`config.mk`:
```
export PLATFORM = sky130hd
export DESIGN_NAME = dma_gearbox_fifo
export DESIGN_NICKNAME = d
export VERILOG_FILES = /design/src/rtl/dma_fifo_pkg.sv /design/src/rtl/dma_unit_ram.sv /design/src/rtl/dma_gearbox_fifo.sv
export SDC_FILE = /design/constraint.sdc
export NUM_CORES = 1
export LEC_CHECK = 0
export CAP_MARGIN = 20
export CORE_MARGIN = 1.5
export CORE_UTILIZATION = 55
export CTS_CLUSTER_SIZE = 20
export DETAILED_ROUTE_END_ITERATION = 12
export GPL_TIMING_DRIVEN = 1
export PLACE_DENSITY_LB_ADDON = 0.3
export SYNTH_ARGS = -nofsm -noshare
export SYNTH_HDL_FRONTEND = slang
export SYNTH_SLANG_ARGS = --single-unit
```
`constraint.sdc`:
```
create_clock -name clk -period 9.97 [get_ports clk]
set_input_delay 1.4955 -clock clk [delete_from_list [all_inputs] [get_ports clk]]
set_output_delay 1.4955 -clock clk [all_outputs]
set_load 0.05 [all_outputs]
```
`src/rtl/dma_fifo_pkg.sv`:
```
// dma_fifo_pkg: width helpers and keep-mask generation for the DMA gearbox FIFO.
package dma_fifo_pkg;
  function automatic int clog2_safe(input int n);
    return (n < 2) ? 1 : $clog2(n);
  endfunction
  function automatic int unit_w(input int iw, input int ow);
    return (iw < ow) ? iw : ow;
  endfunction
  function automatic int units(input int w, input int iw, input int ow);
    return w / unit_w(iw, ow);
  endfunction
  function automatic int cnt_w(input int depth);
    return $clog2(depth) + 1;
  endfunction
  function automatic logic [63:0] keep_mask(input int n, input int lim);
    int c;
    c = (n > lim) ? lim : n;
    return (c >= 64) ? '1 : ((64'd1 << c) - 64'd1);
  endfunction
endpackage

```
`src/rtl/dma_unit_ram.sv`:
```
// dma_unit_ram: unit-wide register array with a multi-unit modulo write port and FWFT read port.
module dma_unit_ram #(
  parameter int U = 32,
  parameter int DEPTH = 16,
  parameter int AW = 4,
  parameter int IN_UNITS = 2,
  parameter int OUT_UNITS = 1
) (
  input  logic                    clk,
  input  logic                    we,
  input  logic [AW-1:0]           waddr,
  input  logic [IN_UNITS*U-1:0]   wdata,
  input  logic [AW-1:0]           raddr,
  output logic [OUT_UNITS*U-1:0]  rdata
);
  logic [U-1:0] mem [DEPTH];
  always_ff @(posedge clk)
    if (we)
      for (int i = 0; i < IN_UNITS; i++) mem[waddr + AW'(i)] <= wdata[i*U +: U];
  for (genvar r = 0; r < OUT_UNITS; r++) begin : g_rd
    assign rdata[r*U +: U] = mem[raddr + AW'(r)];
  end
endmodule

```
`src/rtl/dma_gearbox_fifo.sv`:
```
// dma_gearbox_fifo: width-converting staging FIFO with drain-mode partial beats and level thresholds.
module dma_gearbox_fifo
  import dma_fifo_pkg::*;
#(
  parameter int IN_WIDTH = 64,
  parameter int OUT_WIDTH = 32,
  parameter int DEPTH = 16,
  localparam int U = unit_w(IN_WIDTH, OUT_WIDTH),
  localparam int IN_UNITS = units(IN_WIDTH, IN_WIDTH, OUT_WIDTH),
  localparam int OUT_UNITS = units(OUT_WIDTH, IN_WIDTH, OUT_WIDTH),
  localparam int CW = cnt_w(DEPTH),
  localparam int AW = clog2_safe(DEPTH)
) (
  input  logic                 clk,
  input  logic                 rst_n,
  input  logic                 clear,
  input  logic                 in_valid,
  output logic                 in_ready,
  input  logic [IN_WIDTH-1:0]  in_data,
  output logic                 out_valid,
  input  logic                 out_ready,
  output logic [OUT_WIDTH-1:0] out_data,
  output logic [OUT_UNITS-1:0] out_keep,
  input  logic                 drain,
  input  logic [CW-1:0]        af_thresh,
  input  logic [CW-1:0]        ae_thresh,
  output logic                 almost_full,
  output logic                 almost_empty,
  output logic [CW-1:0]        ocup_cnt,
  output logic [CW-1:0]        free_cnt
);
  logic [CW-1:0] wr_ptr, rd_ptr, pop_n;
  logic [OUT_WIDTH-1:0] rdata;
  logic full_beat, part_beat, push, pop;
  assign ocup_cnt = wr_ptr - rd_ptr;
  assign free_cnt = CW'(DEPTH) - ocup_cnt;
  assign in_ready = free_cnt >= CW'(IN_UNITS);
  assign full_beat = ocup_cnt >= CW'(OUT_UNITS);
  assign part_beat = drain && (ocup_cnt != '0);
  assign out_valid = full_beat || part_beat;
  assign pop_n = full_beat ? CW'(OUT_UNITS) : ocup_cnt;
  assign out_keep = out_valid ? OUT_UNITS'(keep_mask(int'(pop_n), OUT_UNITS)) : '0;
  assign push = in_valid && in_ready;
  assign pop = out_valid && out_ready;
  assign almost_full = ocup_cnt >= af_thresh;
  assign almost_empty = ocup_cnt <= ae_thresh;
  // Units beyond the keep mask read stale storage, so they are forced to zero.
  for (genvar r = 0; r < OUT_UNITS; r++) begin : g_out
    assign out_data[r*U +: U] = out_keep[r] ? rdata[r*U +: U] : '0;
  end
  always_ff @(posedge clk or negedge rst_n)
    if (!rst_n) begin
      wr_ptr <= '0;
      rd_ptr <= '0;
    end else if (clear) begin
      wr_ptr <= '0;
      rd_ptr <= '0;
    end else begin
      if (push) wr_ptr <= wr_ptr + CW'(IN_UNITS);
      if (pop) rd_ptr <= rd_ptr + pop_n;
    end
  dma_unit_ram #(
    .U(U), .DEPTH(DEPTH), .AW(AW), .IN_UNITS(IN_UNITS), .OUT_UNITS(OUT_UNITS)
  ) u_ram (
    .clk(clk),
    .we(push && !clear),
    .waddr(wr_ptr[AW-1:0]),
    .wdata(in_data),
    .raddr(rd_ptr[AW-1:0]),
    .rdata(rdata)
  );
endmodule

```
* Word-level counts from Yosys, hierarchy flattened
Memory sizes are Yosys's and may differ from the RTL's.
Index checks and enable logic that the tools add are counted.
** Storage, ports and cells
- Output and inout port bits :: 47
- Logic and storage cells :: 36
- Memories :: 1
- Flip-flop bits (word level) :: 10
- Memory bits (writable) :: 512
** Cells by class
- Reduce and logical (&&, ||, !) cells :: 9
- Order comparisons :: 6
- Multiplexer cells :: 11
- Shifts and indexed selects :: 1
- $add $sub $neg :: 6
** Memory list
- u_ram.mem :: words 16, width 32, read ports 1, clocked after memory_dff 0, wr ports 2, line dma_unit_ram.sv:16 : logic [U-1:0] mem [DEPTH];
** Operator list (count)
- 2-to-1 mux 32 bit :: 1
- 2-to-1 mux 5 bit :: 6
- >= comparator 5 x 7 -> 1 bit, second input constant :: 1
- adder 5 x 2 -> 5 bit, second input constant :: 1
- adder 5 bit :: 1
- >= comparator 5 x 1 -> 1 bit, second input constant :: 1
- >= comparator 5 x 2 -> 1 bit, second input constant :: 1
- >= comparator 5 bit :: 1
- greater-than comparator 5 x 1 -> 1 bit, second input constant :: 1
- less-or-equal comparator 5 bit :: 1
- nonzero test 5 bit :: 1
- left shift 1 x 5 -> 1 bit, first input constant :: 1
- subtractor 5 bit :: 1
- subtractor 5 bit, first input constant :: 1
- adder 4 x 1 -> 4 bit, second input constant :: 1
- logical AND 1 bit :: 4
- 2-to-1 mux 1 bit :: 4
- nonzero test 2 bit :: 2
- zero test 1 bit :: 1
- logical OR 1 bit :: 1
- subtractor 1 bit, second input constant :: 1

* Longest topological paths before layout
- Word-level depth :: 10
- Mapped depth :: 17
- Mapped depth without buffers :: 12

* Cells and area by module
From an unflattened synthesis, not the netlist that was laid out.
** Unflattened totals
- Cells, all modules :: 1634
- Area total of the unflattened synthesis :: 27224.9 sq um
** Modules (own cells, without submodules)
- dma_unit_ram :: times used 1, cells an instance 1460, sequential area each 15374.7 sq um, area each 25738.4 sq um
- dma_gearbox_fifo :: times used 1, cells an instance 174, sequential area each 225.2 sq um, area each 1486.4 sq um

* Worst setup path after synthesis
OpenSTA, ideal clock, no wires.
- Path type :: flip-flop to output port
- Start point :: register rd_ptr[1]
- End point :: output in_ready
- Arrival :: 4473 ps
- Path slack :: 4001 ps
- Path buffers :: 5
- Stages on the path, launching flop included :: 16
- Path through :: dfrtp_1 -> clkbuf_1 -> clkbuf_1 -> inv_1 -> ha_1 -> nand2b_1 -> a21oi_2 -> xor2_2 -> nor3b_1 -> ha_1 -> inv_1 -> or4_1 -> buf_2 -> buf_6 -> buf_2 -> or2_2
** Between the ends
- Cells in the longest elaborated chain, start to end :: 3
** RTL lines
- start, declared :: line dma_gearbox_fifo.sv:32 : logic [CW-1:0] wr_ptr, rd_ptr, pop_n;
- start signal, assigned :: line dma_gearbox_fifo.sv:60 : if (pop) rd_ptr <= rd_ptr + pop_n;
- subtractor 5 bit :: line dma_gearbox_fifo.sv:35 : assign ocup_cnt = wr_ptr - rd_ptr;
- named net ocup_cnt[3] :: line dma_gearbox_fifo.sv:29 : output logic [CW-1:0] ocup_cnt,
- subtractor 5 bit :: line dma_gearbox_fifo.sv:36 : assign free_cnt = CW'(DEPTH) - ocup_cnt;
- named net free_cnt[4] :: line dma_gearbox_fifo.sv:30 : output logic [CW-1:0] free_cnt
- >= comparator 5 x 2 -> 1 bit :: line dma_gearbox_fifo.sv:37 : assign in_ready = free_cnt >= CW'(IN_UNITS);
- end, declared :: line dma_gearbox_fifo.sv:18 : output logic in_ready,
The timed path passes the listed nets, and every way through them passes these cells.

* Worst setup path in the final report
- Start point :: register rd_ptr[2]
- End point :: output in_ready
** Between the ends
- Cells in the longest elaborated chain, start to end :: 3
** RTL lines (line)
- subtractor 5 bit :: dma_gearbox_fifo.sv:35
- subtractor 5 bit :: dma_gearbox_fifo.sv:36
- >= comparator 5 x 2 -> 1 bit :: dma_gearbox_fifo.sv:37
Every way passes these cells.

==> metrics.cfg <==
[timing]
setup_viol = 0
rsz0062_at_grt = no
max_freq_mhz = 144
tightest_slew_ps = 1150
clock_skew_ps = 12.4
slew-limit-headroom_pct = 23.3
min_period_over_period_pct = 69.8
finalHoldViolations = 0
hold_ws_ps = 587
fin_setup_tns_ps = 0
slew_violations = 0
min_period_ps = 6950

[power_and_ir_drop]
irDropWorstVdd_mv = 0.699
p_comb_share_pct = 39.1
intPower_uw = 4660
p_total_uw = 7590
p_sw_share_pct = 38.6
power_density_mw_per_mm2 = 277
leakage_uw = 0.00857
seqPwrFrac_pct = 35.2
switchingPower_uw = 2930
clockPowerShare_pct = 25.7

[clocking]
cts_resized = 0
cts.sinks = 521
cts_buffer_depth = 3
post_cts_buffers = 0
htree_levels = 2
tritoncts = yes
cts-hold-fix-buffers = 0
clk-insertion-delay-late_ps = 600
cts_buffers = 54
cts_root_buf = clkbuf_16
cts.clk_slew.worst_paths_ps = 60

[floorplan]
fp.coreArea_sq_mm = 0.0445
num_rows = 77
fp.dieArea_sq_mm = 0.0468
ios = 127
start_util_pct = 56.2
chipHeight_um = 216
dieWidth_um = 216

[routing]
viasPerCell = 6.81
drc_errors = 0
routed_wl_um = 63000
antenna_left = 0
drt_iter0_drc = 1577
routedWlPerCell_um = 30.7
num_vias = 13945
dr.pass1.iters = 5

[grt]
grtUsageMet3_pct = 4.11
met1_usage_pct = 37.7
grt.busiest_layer = met2
antenna_found_initial = 0
grt_pass1_vias = 14662
grt_max_degree = 68
overflow = 0
grt_use_met2_pct = 44.9
grt_pass1_wl_um = 94100
grt_usage_pct = 27.3

[finish]
fin_area_sq_mm = 0.0275
syn2layout_area_growth_pct = 9.78
insertedDiodeCount = 0
num-nets-final = 1516
final_layout_size_suffix_gt1_share_pct = 23.0
fin_util_pct = 61.7

[yosys]
yosys.area.top_type = edfxtp_1
async_flop_share_pct = 1.73
synth.area.top_cells = edfxtp_1, mux4_2, o2bb2ai_1
ys_top_cells_by_count = edfxtp_1, clkbuf_1, o2bb2ai_1, mux4_2, nand2_1
synth_warnings = 0
syn_avg_cell_area_sq_um = 15.6
syn-instance-count = 1599
synth.most_common_cell = edfxtp_1
ys_ff_latch = 521
ys_types = 46
syn_area_sq_mm = 0.0250
ys_seq_area_share_pct = 62.4
yosys.area.top_type_share_pct = 61.5
synth-main-ff-cell = edfxtp_1
synth_edf_count = 512

[setup_path]
worstPathRequired_ps = 8470
crit_path_end_kind = primary output
path_max_fanout = 34
arrival_ps = 5460
crit_type = reg2out
start_kind = flop

[placed_design]
place_hpwl_um = 35400
dpl-instance-area_sq_mm = 0.0257
gp_congestion = 0.777
io_buffer_count = 126

[run_status]
status = finished, final reports clean

[flow_run]
maxCapViolations = 0

[worst_hold_path]
min_path_type = reg2reg

[power groups by stage]
stage / combinational (uW) / sequential, uW / clock, uW
2_1_floorplan: 2080 / 2640 / 0
3_3_place_gp: 2920 / 2710 / 0
3_5_place_dp: 2960 / 2720 / 0
4_1_cts: 2970 / 2670 / 1960
5_1_grt: 3100 / 2690 / 2040
6_report: 2970 / 2670 / 1950
[metal layers]
layer  part of all wire, %  wire length [um]
met2                    49             31100
met5                     0                 0
met1                    39             24700
met3                   8.5              5370
met4                   2.8              1790
[cell usage in the layout (no fill, tap or decap), types with 6 or more instances in the layout]
cell,Yosys,layout
nor2_1,13,12
edfxtp_1,512,512
nand2b_1,8,8
nand2_1,42,42
clkdlybuf4s50_1,0,126
clkinv_1,0,22
clkbuf_1,338,8
nor2b_1,38,37
o211ai_4,4,8
ha_1,21,21
o2bb2ai_1,256,256
clkinv_2,0,13
a21oi_1,10,10
inv_1,34,18
o211ai_2,35,31
clkbuf_16,0,55
inv_2,1,13
mux2i_1,6,6
dfrtp_1,9,6
buf_4,15,28
mux4_2,160,160
[worst max-delay path, stage by stage, from the launching register on]
cell             delay [ps]
dfrtp_2                1130
inv_1                   160
ha_1                    470
nor2_1                   90
a21oi_2                 150
xor2_2                  500
nor3b_1                 130
ha_1                    300
inv_1                    50
or4_4                   810
or2_2                   370
clkdlybuf4s50_1         700
[layout make-up]
| cell class | instances | area [sq um] |
|---|---|---|
| Fill cell | 3257 | 17000 |
| Sequential cell | 521 | 15600 |
| Multi-Input combinational cell | 645 | 7780 |
| Timing Repair Buffer | 156 | 1530 |
| Clock buffer | 63 | 1410 |
| Tap cell | 592 | 741 |
| Clock inverter | 37 | 269 |
| Inverter | 35 | 131 |
[metrics by stage]
stage,worst slack [ps],cells
after floorplan,4000,1602
after global placement,3710,1947
after detailed placement,3630,1947
after CTS,2990,2047
after global routing,2790,2049
final,3020,2049
[cells by family (layout without fill, tap and decap cells)]
family                   Yosys count  after routing  synth area share [%]
XOR/XNOR                           8              8                 0.415
adder cells (fa/ha/maj)           23             23                  1.21
flip-flops                       521            521                  62.4
buffers and inverters            436            291                  7.03
AO/OA/AOI/OAI                    325            325                  11.9
other                              1              4                0.0150
multiplexers                     166            166                  14.6
AND/OR/NAND/NOR                  119            119                  2.43
[registers in the layout, summed over array words and instances (netlist names)]
name / flops
wr_ptr: 4
rd_ptr: 5
u_ram.mem: 512
[final timing paths]
check	slack [ps]	cells past startpoint	start	to
setup / recovery	3020	11	rd_ptr[2]$_DFFE_PN0P_	in_ready
min in group asynchronous	1210	1	rst_n	rd_ptr[1]$_DFFE_PN0P_
hold / removal	590	2	rd_ptr[4]$_DFFE_PN0P_	rd_ptr[4]$_DFFE_PN0P_
max in group asynchronous	8420	1	rst_n	rd_ptr[0]$_DFFE_PN0P_
setup reg to reg	3990	12	rd_ptr[2]$_DFFE_PN0P_	u_ram.mem[2][24]$_DFFE_PP_
hold reg to reg	590	2	rd_ptr[4]$_DFFE_PN0P_	rd_ptr[4]$_DFFE_PN0P_
(Power assumes the default switching activity.)
